## src/rtl/tinynpu_pkg.sv

```systemverilog
// rtl/tinynpu_pkg.sv - state encodings shared by the tinynpu scheduler
package tinynpu_pkg;

    localparam int TRACE_W = 3;

    typedef enum logic [TRACE_W-1:0] {
        ST_IDLE  = 3'd0,
        ST_WLOAD = 3'd1,
        ST_XLOAD = 3'd2,
        ST_MAC   = 3'd3,
        ST_WAIT  = 3'd4,
        ST_DRAIN = 3'd5,
        ST_DONE  = 3'd6
    } state_t;

endpackage

```

## src/rtl/tinynpu_sched_obuf.sv

```systemverilog
// rtl/tinynpu_sched_obuf.sv - one-entry result buffer with NPU read in-flight tracking
module tinynpu_sched_obuf #(
    parameter int NBITS = 8
) (
    input  logic             clk,
    input  logic             rst,
    input  logic             issue,
    input  logic [NBITS-1:0] z_in,
    input  logic             z_rdy,
    output logic [NBITS-1:0] z_data,
    output logic             z_val,
    output logic             capture,
    output logic             issue_ok
);

    logic             inflight;
    logic             full;
    logic [NBITS-1:0] data;
    logic             pop;

    assign pop      = full & z_rdy;
    assign capture  = inflight;
    // A new read may start only if its result will find the buffer empty.
    assign issue_ok = ~inflight & (~full | pop);
    assign z_val    = full;
    assign z_data   = data;

    always_ff @(posedge clk or negedge rst) begin
        if (!rst) begin
            inflight <= 1'b0;
            full     <= 1'b0;
            data     <= '0;
        end else begin
            inflight <= issue;
            if (inflight) begin
                full <= 1'b1;
                data <= z_in;
            end else if (pop) begin
                full <= 1'b0;
            end
        end
    end

endmodule

```

## src/rtl/tinynpu_sched.sv

```systemverilog
// rtl/tinynpu_sched.sv - job scheduler sequencing weight/x loads, MAC and result drain for the NPU
module tinynpu_sched
    import tinynpu_pkg::*;
#(
    parameter int SIZE     = 4,
    parameter int NBITS    = 8,
    parameter int MAC_WAIT = 8
) (
    input  logic                    clk,
    input  logic                    rst,
    input  logic                    cmd_val,
    output logic                    cmd_rdy,
    input  logic [7:0]              cmd_nvec,
    input  logic                    cmd_wreuse,
    input  logic [NBITS-1:0]        in_data,
    input  logic                    in_val,
    output logic                    in_rdy,
    output logic [NBITS-1:0]        z_data,
    output logic                    z_val,
    input  logic                    z_rdy,
    output logic [NBITS-1:0]        npu_x_in,
    output logic [NBITS-1:0]        npu_w_in,
    output logic                    npu_x_load_val,
    output logic                    npu_w_load_val,
    output logic                    npu_mac_val,
    output logic                    npu_out_val,
    output logic [$clog2(SIZE)-1:0] npu_w_load_sel,
    input  logic [NBITS-1:0]        npu_z_out,
    output logic                    busy,
    output logic                    done,
    output logic [TRACE_W-1:0]      trace_state
);

    localparam int LOG_S = $clog2(SIZE);
    localparam int WW    = $clog2(SIZE * SIZE) + 1;
    localparam int WTW   = $clog2(MAC_WAIT + 1);
    localparam logic [WW-1:0]  W_LAST = WW'(SIZE * SIZE - 1);
    localparam logic [WW-1:0]  X_LAST = WW'(SIZE - 1);
    localparam logic [WW-1:0]  N_OUT  = WW'(SIZE);
    localparam logic [WTW-1:0] T_LAST = WTW'(MAC_WAIT - 1);

    state_t         state, state_next;
    logic [WW-1:0]  word_cnt;
    logic [WTW-1:0] wait_cnt;
    logic [7:0]     vec_cnt;
    logic           issue, issue_ok, capture, beat, last_cap;

    tinynpu_sched_obuf #(.NBITS(NBITS)) u_obuf (
        .clk      (clk),
        .rst      (rst),
        .issue    (issue),
        .z_in     (npu_z_out),
        .z_rdy    (z_rdy),
        .z_data   (z_data),
        .z_val    (z_val),
        .capture  (capture),
        .issue_ok (issue_ok)
    );

    always_comb begin
        state_next     = state;
        cmd_rdy        = 1'b0;
        in_rdy         = 1'b0;
        npu_w_load_val = 1'b0;
        npu_x_load_val = 1'b0;
        npu_mac_val    = 1'b0;
        npu_w_in       = '0;
        npu_x_in       = '0;
        npu_w_load_sel = '0;
        issue          = 1'b0;
        last_cap       = 1'b0;
        case (state)
            ST_IDLE: begin
                cmd_rdy = 1'b1;
                if (cmd_val) begin
                    if (!cmd_wreuse)
                        state_next = ST_WLOAD;
                    else if (cmd_nvec == 8'd0)
                        state_next = ST_DONE;
                    else
                        state_next = ST_XLOAD;
                end
            end
            ST_WLOAD: begin
                in_rdy         = 1'b1;
                npu_w_load_sel = word_cnt[2*LOG_S-1:LOG_S];
                if (in_val) begin
                    npu_w_load_val = 1'b1;
                    npu_w_in       = in_data;
                    if (word_cnt == W_LAST)
                        state_next = (vec_cnt == 8'd0) ? ST_DONE : ST_XLOAD;
                end
            end
            ST_XLOAD: begin
                in_rdy = 1'b1;
                if (in_val) begin
                    npu_x_load_val = 1'b1;
                    npu_x_in       = in_data;
                    if (word_cnt == X_LAST)
                        state_next = ST_MAC;
                end
            end
            ST_MAC: begin
                npu_mac_val = 1'b1;
                state_next  = ST_WAIT;
            end
            ST_WAIT: begin
                if (wait_cnt == T_LAST)
                    state_next = ST_DRAIN;
            end
            ST_DRAIN: begin
                issue = (word_cnt != N_OUT) && issue_ok;
                // The last vector waits here until its final result leaves the buffer.
                if (capture && word_cnt == N_OUT) begin
                    last_cap = 1'b1;
                    if (vec_cnt != 8'd1)
                        state_next = ST_XLOAD;
                end else if (vec_cnt == 8'd0 && !z_val) begin
                    state_next = ST_DONE;
                end
            end
            ST_DONE: state_next = ST_IDLE;
            default: state_next = ST_IDLE;
        endcase
    end

    assign beat        = npu_w_load_val | npu_x_load_val | issue;
    assign npu_out_val = issue;
    assign busy        = (state != ST_IDLE);
    assign done        = (state == ST_DONE);
    assign trace_state = state;

    always_ff @(posedge clk or negedge rst) begin
        if (!rst) begin
            state    <= ST_IDLE;
            word_cnt <= '0;
            wait_cnt <= '0;
            vec_cnt  <= '0;
        end else begin
            state <= state_next;
            if (state_next != state)
                word_cnt <= '0;
            else if (beat)
                word_cnt <= word_cnt + WW'(1);
            if (state == ST_WAIT && state_next == ST_WAIT)
                wait_cnt <= wait_cnt + WTW'(1);
            else
                wait_cnt <= '0;
            if (state == ST_IDLE && cmd_val)
                vec_cnt <= cmd_nvec;
            else if (last_cap)
                vec_cnt <= vec_cnt - 8'd1;
        end
    end

endmodule

```

## config.mk

```make
export PLATFORM = sky130hd
export DESIGN_NAME = tinynpu_sched
export DESIGN_NICKNAME = d
export VERILOG_FILES = /design/src/rtl/tinynpu_pkg.sv /design/src/rtl/tinynpu_sched_obuf.sv /design/src/rtl/tinynpu_sched.sv
export SDC_FILE = /design/constraint.sdc
export NUM_CORES = 1
export LEC_CHECK = 0
export CAP_MARGIN = 20
export CORE_MARGIN = 4
export CORE_UTILIZATION = 57
export CTS_CLUSTER_DIAMETER = 40
export CTS_CLUSTER_SIZE = 12
export DETAILED_ROUTE_END_ITERATION = 8
export DONT_BUFFER_PORTS = 1
export PLACE_DENSITY = 0.7
export SLEW_MARGIN = 20
export SYNTH_ARGS = -nofsm -noshare
export SYNTH_HDL_FRONTEND = slang
export SYNTH_SLANG_ARGS = --single-unit
```

## constraint.sdc

```tcl
create_clock -name clk -period 2.85 [get_ports clk]
set_clock_uncertainty 0.2 [all_clocks]
set_input_delay 0.4275 -clock clk [delete_from_list [all_inputs] [get_ports clk]]
set_output_delay 0.4275 -clock clk [all_outputs]
set_load 0.005 [all_outputs]
```

==> metrics.md <==
| Metric | Value |
|---|---|
| Status | finished, final reports clean |
| Arr. time, crit path | 1.88 ns |
| Post-DP HPWL | 3230 um |
| Synth area leaders | dfrtp_1 (40%), and2_1 (6.7%), mux2_2 (4.8%) |
| Gate Count Post-Synth | 187 |
| Accumulated negative setup slack | 0 ns |
| Number of synthesized flops with an enable pin | 0 |
| Die Span X | 65.1 um |
| Die H | 65.1 um |
| Deepest clock path buffer count | 2 |
| Top-count cell post-synth | dfrtp_1 |
| Final Cycle Share | 87.9% |
| Largest net degree at the start of global routing | 31 |
| First-pass GRT wire length | approximately 7000 um |
| Post-CTS Resized | 0 |
| Yosys warns | 0 |
| GPL Wtd Cong | 0.842 |
| Syn Area/Cell | just under 10 um2 |
| Place WS | 0.546 ns |
| Final Max Slew Viols | 0 |
| Overflow after GRT | 0 |
| Detailed-route DRC error count | 0 |
| Cells on worst reg2reg path | 5 |
| Via count | 1465 |
| Die area | 4240 um2 |
| Ys flop type | dfrtp_1 |
| Post-Route WL | about 4200 um |
| Num Clock Sinks | 30 |
| Router iterations before antenna repair | 4 |
| Slew @ Worst Pin | 0.600 ns |
| Layout cells sized above 1 | 14.7% |
| Sequential share of the synthesized area | 40.3% |
| PnR worst setup slack | 0.346 ns |
| Static Leak | 0.834 nW |
| Fin Hold WS | slightly above 0.03 ns |
| Initial Util | 60.4% |
| Port Buffer Count | 0 |
| Fmax | 399 MHz |
| Worst Hold Class | input pin to flop |
| Clock Pin Slew Worst Setup and Hold Paths | 0.10 ns |
| Synth area leader | dfrtp_1 |
| Crit path max fanout | 20 |
| Clk root buf | clkbuf_4 |
| Synth-to-Final Area Change | 6.19% |
| Crit end category | output pin |
| Area after DPL | 1880 um2 |
| Post-synth ARST share | 100% |
| Worst skew pair latency | 0.34 ns |
| Post-Syn Nets | 224 |
| Synth cell types | 50 |
| Row count | 20 |
| CTS tree | built |
| Max cap viols | 0 |
| Initial antenna violation count | 0 |
| Required @ worst endpoint | 2.22 ns |
| Initial DRC count | 93 |
| Hold path depth | 2 |
| Diode count | 0 |
| Slew headroom | around three fifths |
| Synth Cell Area | 1860 um2 |
| DR WL/cell | between 15 and 20 um |
| CP startpoint kind | flop |
| #FFs+latches synth | 30 |
| I/O pins | 68 |
| # setup viols final | 0 |
| Total track usage | 21.5% |
| CTS Buf Count | 5 |
| Unrepaired setup endpoints after global routing | false |
| Routed Antenna Nets | 0 |
| PD cells | just over 900 nW/um2 |
| Synth cell count leaders | dfrtp_1 (30), and2_1 (20), nand2_1 (12), nor2_1 (12), inv_1 (9) |
| Final net count | 226 |
| Final core utilization | 64.2% |
| H-tree depth | 2 |
| Post-CTS Hold Buffers | 2 |
| Core outline area | roughly 3100 um2 |
| Vias in the first global route | 1511 |
| Number of vias per cell | roughly 6.3 |
| Crit path time final | 2.50 ns |
| Yosys top cell area share | 40.3% |
| Worst VDD drop | 0.541 mV |
| Final instance area | 1980 um2 |
| Post-CTS Setup Repair Bufs | 0 |
| Kind of critical path | flop to output pin |
| Fin. Hold Viols | 0 |
==> through the flow <==
| stage | instances | power [mW] |
|---|---|---|
| CTS | 234 | 1.83 |
| global placement | 224 | 1.50 |
| floorplan | 187 | 1.39 |
| global route | 234 | 1.98 |
| detailed placement | 224 | 1.54 |
| finish | 234 | 1.82 |
==> worst max-delay path: stages, from the launching register on <==
cell and delay (ns):
dfrtp_1 0.61, nor4bb_1 0.53, buf_4 0.24, and2_1 0.16
==> final cells by class <==
class	count	area [um2]
fillers	282	1100
clock inverters	2	12.5
flip-flops and latches	30	751
inverters	9	33.8
clock buffers	6	51.3
multi-input cells	140	1030
repair buffers	3	37.5
well taps	44	55.1
==> logic make-up (layout without fill, tap and decap cells) <==
group	count (synthesis)	in the layout	share of synthesized area, %
AO/OA/AOI/OAI	35	35	15.7
XOR/XNOR	7	7	3.30
adder cells (fa/ha/maj)	7	7	4.71
buffers and inverters	17	20	4.03
flip-flops	30	30	40.3
multiplexers	9	9	5.38
AND/OR/NAND/NOR	82	82	26.6
==> sequential cells by signal (all words and copies together), names as in the netlist <==
name and flops:
vec_cnt 8, u_obuf.z_data 8, trace_state 3, wait_cnt 4, u_obuf.capture 1, word_cnt 5
u_obuf.z_val 1
==> path summary, 6_finish.rpt <==
| path | from | endpoint | slack (ns) |
|---|---|---|---|
| min | cmd_nvec[6] | vec_cnt[6] | 0.03 |
| min reg2reg | wait_cnt[0] | wait_cnt[0] | 0.26 |
| max reg2reg | trace_state[0] | word_cnt[0] | 0.49 |
| max in group asynchronous | rst | u_obuf.z_data[5] | 1.95 |
| min in group asynchronous | rst | word_cnt[0] | 0.32 |
| max | trace_state[0] | npu_x_in[2] | 0.35 |
==> layout by cell type (no fill, tap or decap), types with 2 or more instances in the layout <==
cell | synthesis | layout
nand3_1 | 4 | 4
or4b_1 | 2 | 2
mux2_2 | 8 | 8
inv_1 | 9 | 9
nor3_1 | 5 | 5
o211ai_1 | 4 | 4
o311ai_0 | 4 | 4
xor2_1 | 3 | 3
and3_1 | 3 | 3
clkbuf_4 | 0 | 5
o21ai_0 | 5 | 5
a21oi_1 | 6 | 6
nor2_1 | 12 | 12
or3_1 | 5 | 5
and2_1 | 20 | 20
o31ai_1 | 2 | 2
a221o_1 | 2 | 2
dfrtp_1 | 30 | 30
xnor2_1 | 4 | 4
and3b_1 | 2 | 2
ha_1 | 7 | 7
nand2_1 | 12 | 12
nor4_1 | 2 | 2
nor3b_1 | 3 | 3
nand4_1 | 2 | 2
==> power breakdown <==
group          total (mW)  switching [mW]  internal [mW]
sequential          0.853           0.263          0.590
combinational       0.697           0.363          0.333
clock               0.271           0.153          0.118
total                1.82           0.779           1.04
==> metal layers <==
metal  global-route usage (%)  vias to the layer above  part of all wire [%]
li1                         -                      682                     -
met1                     25.6                      719                    41
met2                     35.9                       56                    49
met3                     8.03                        8                   8.5
met4                     7.25                        0                   1.3
met5                        0                        -                     0
(Power assumes the default switching activity.)
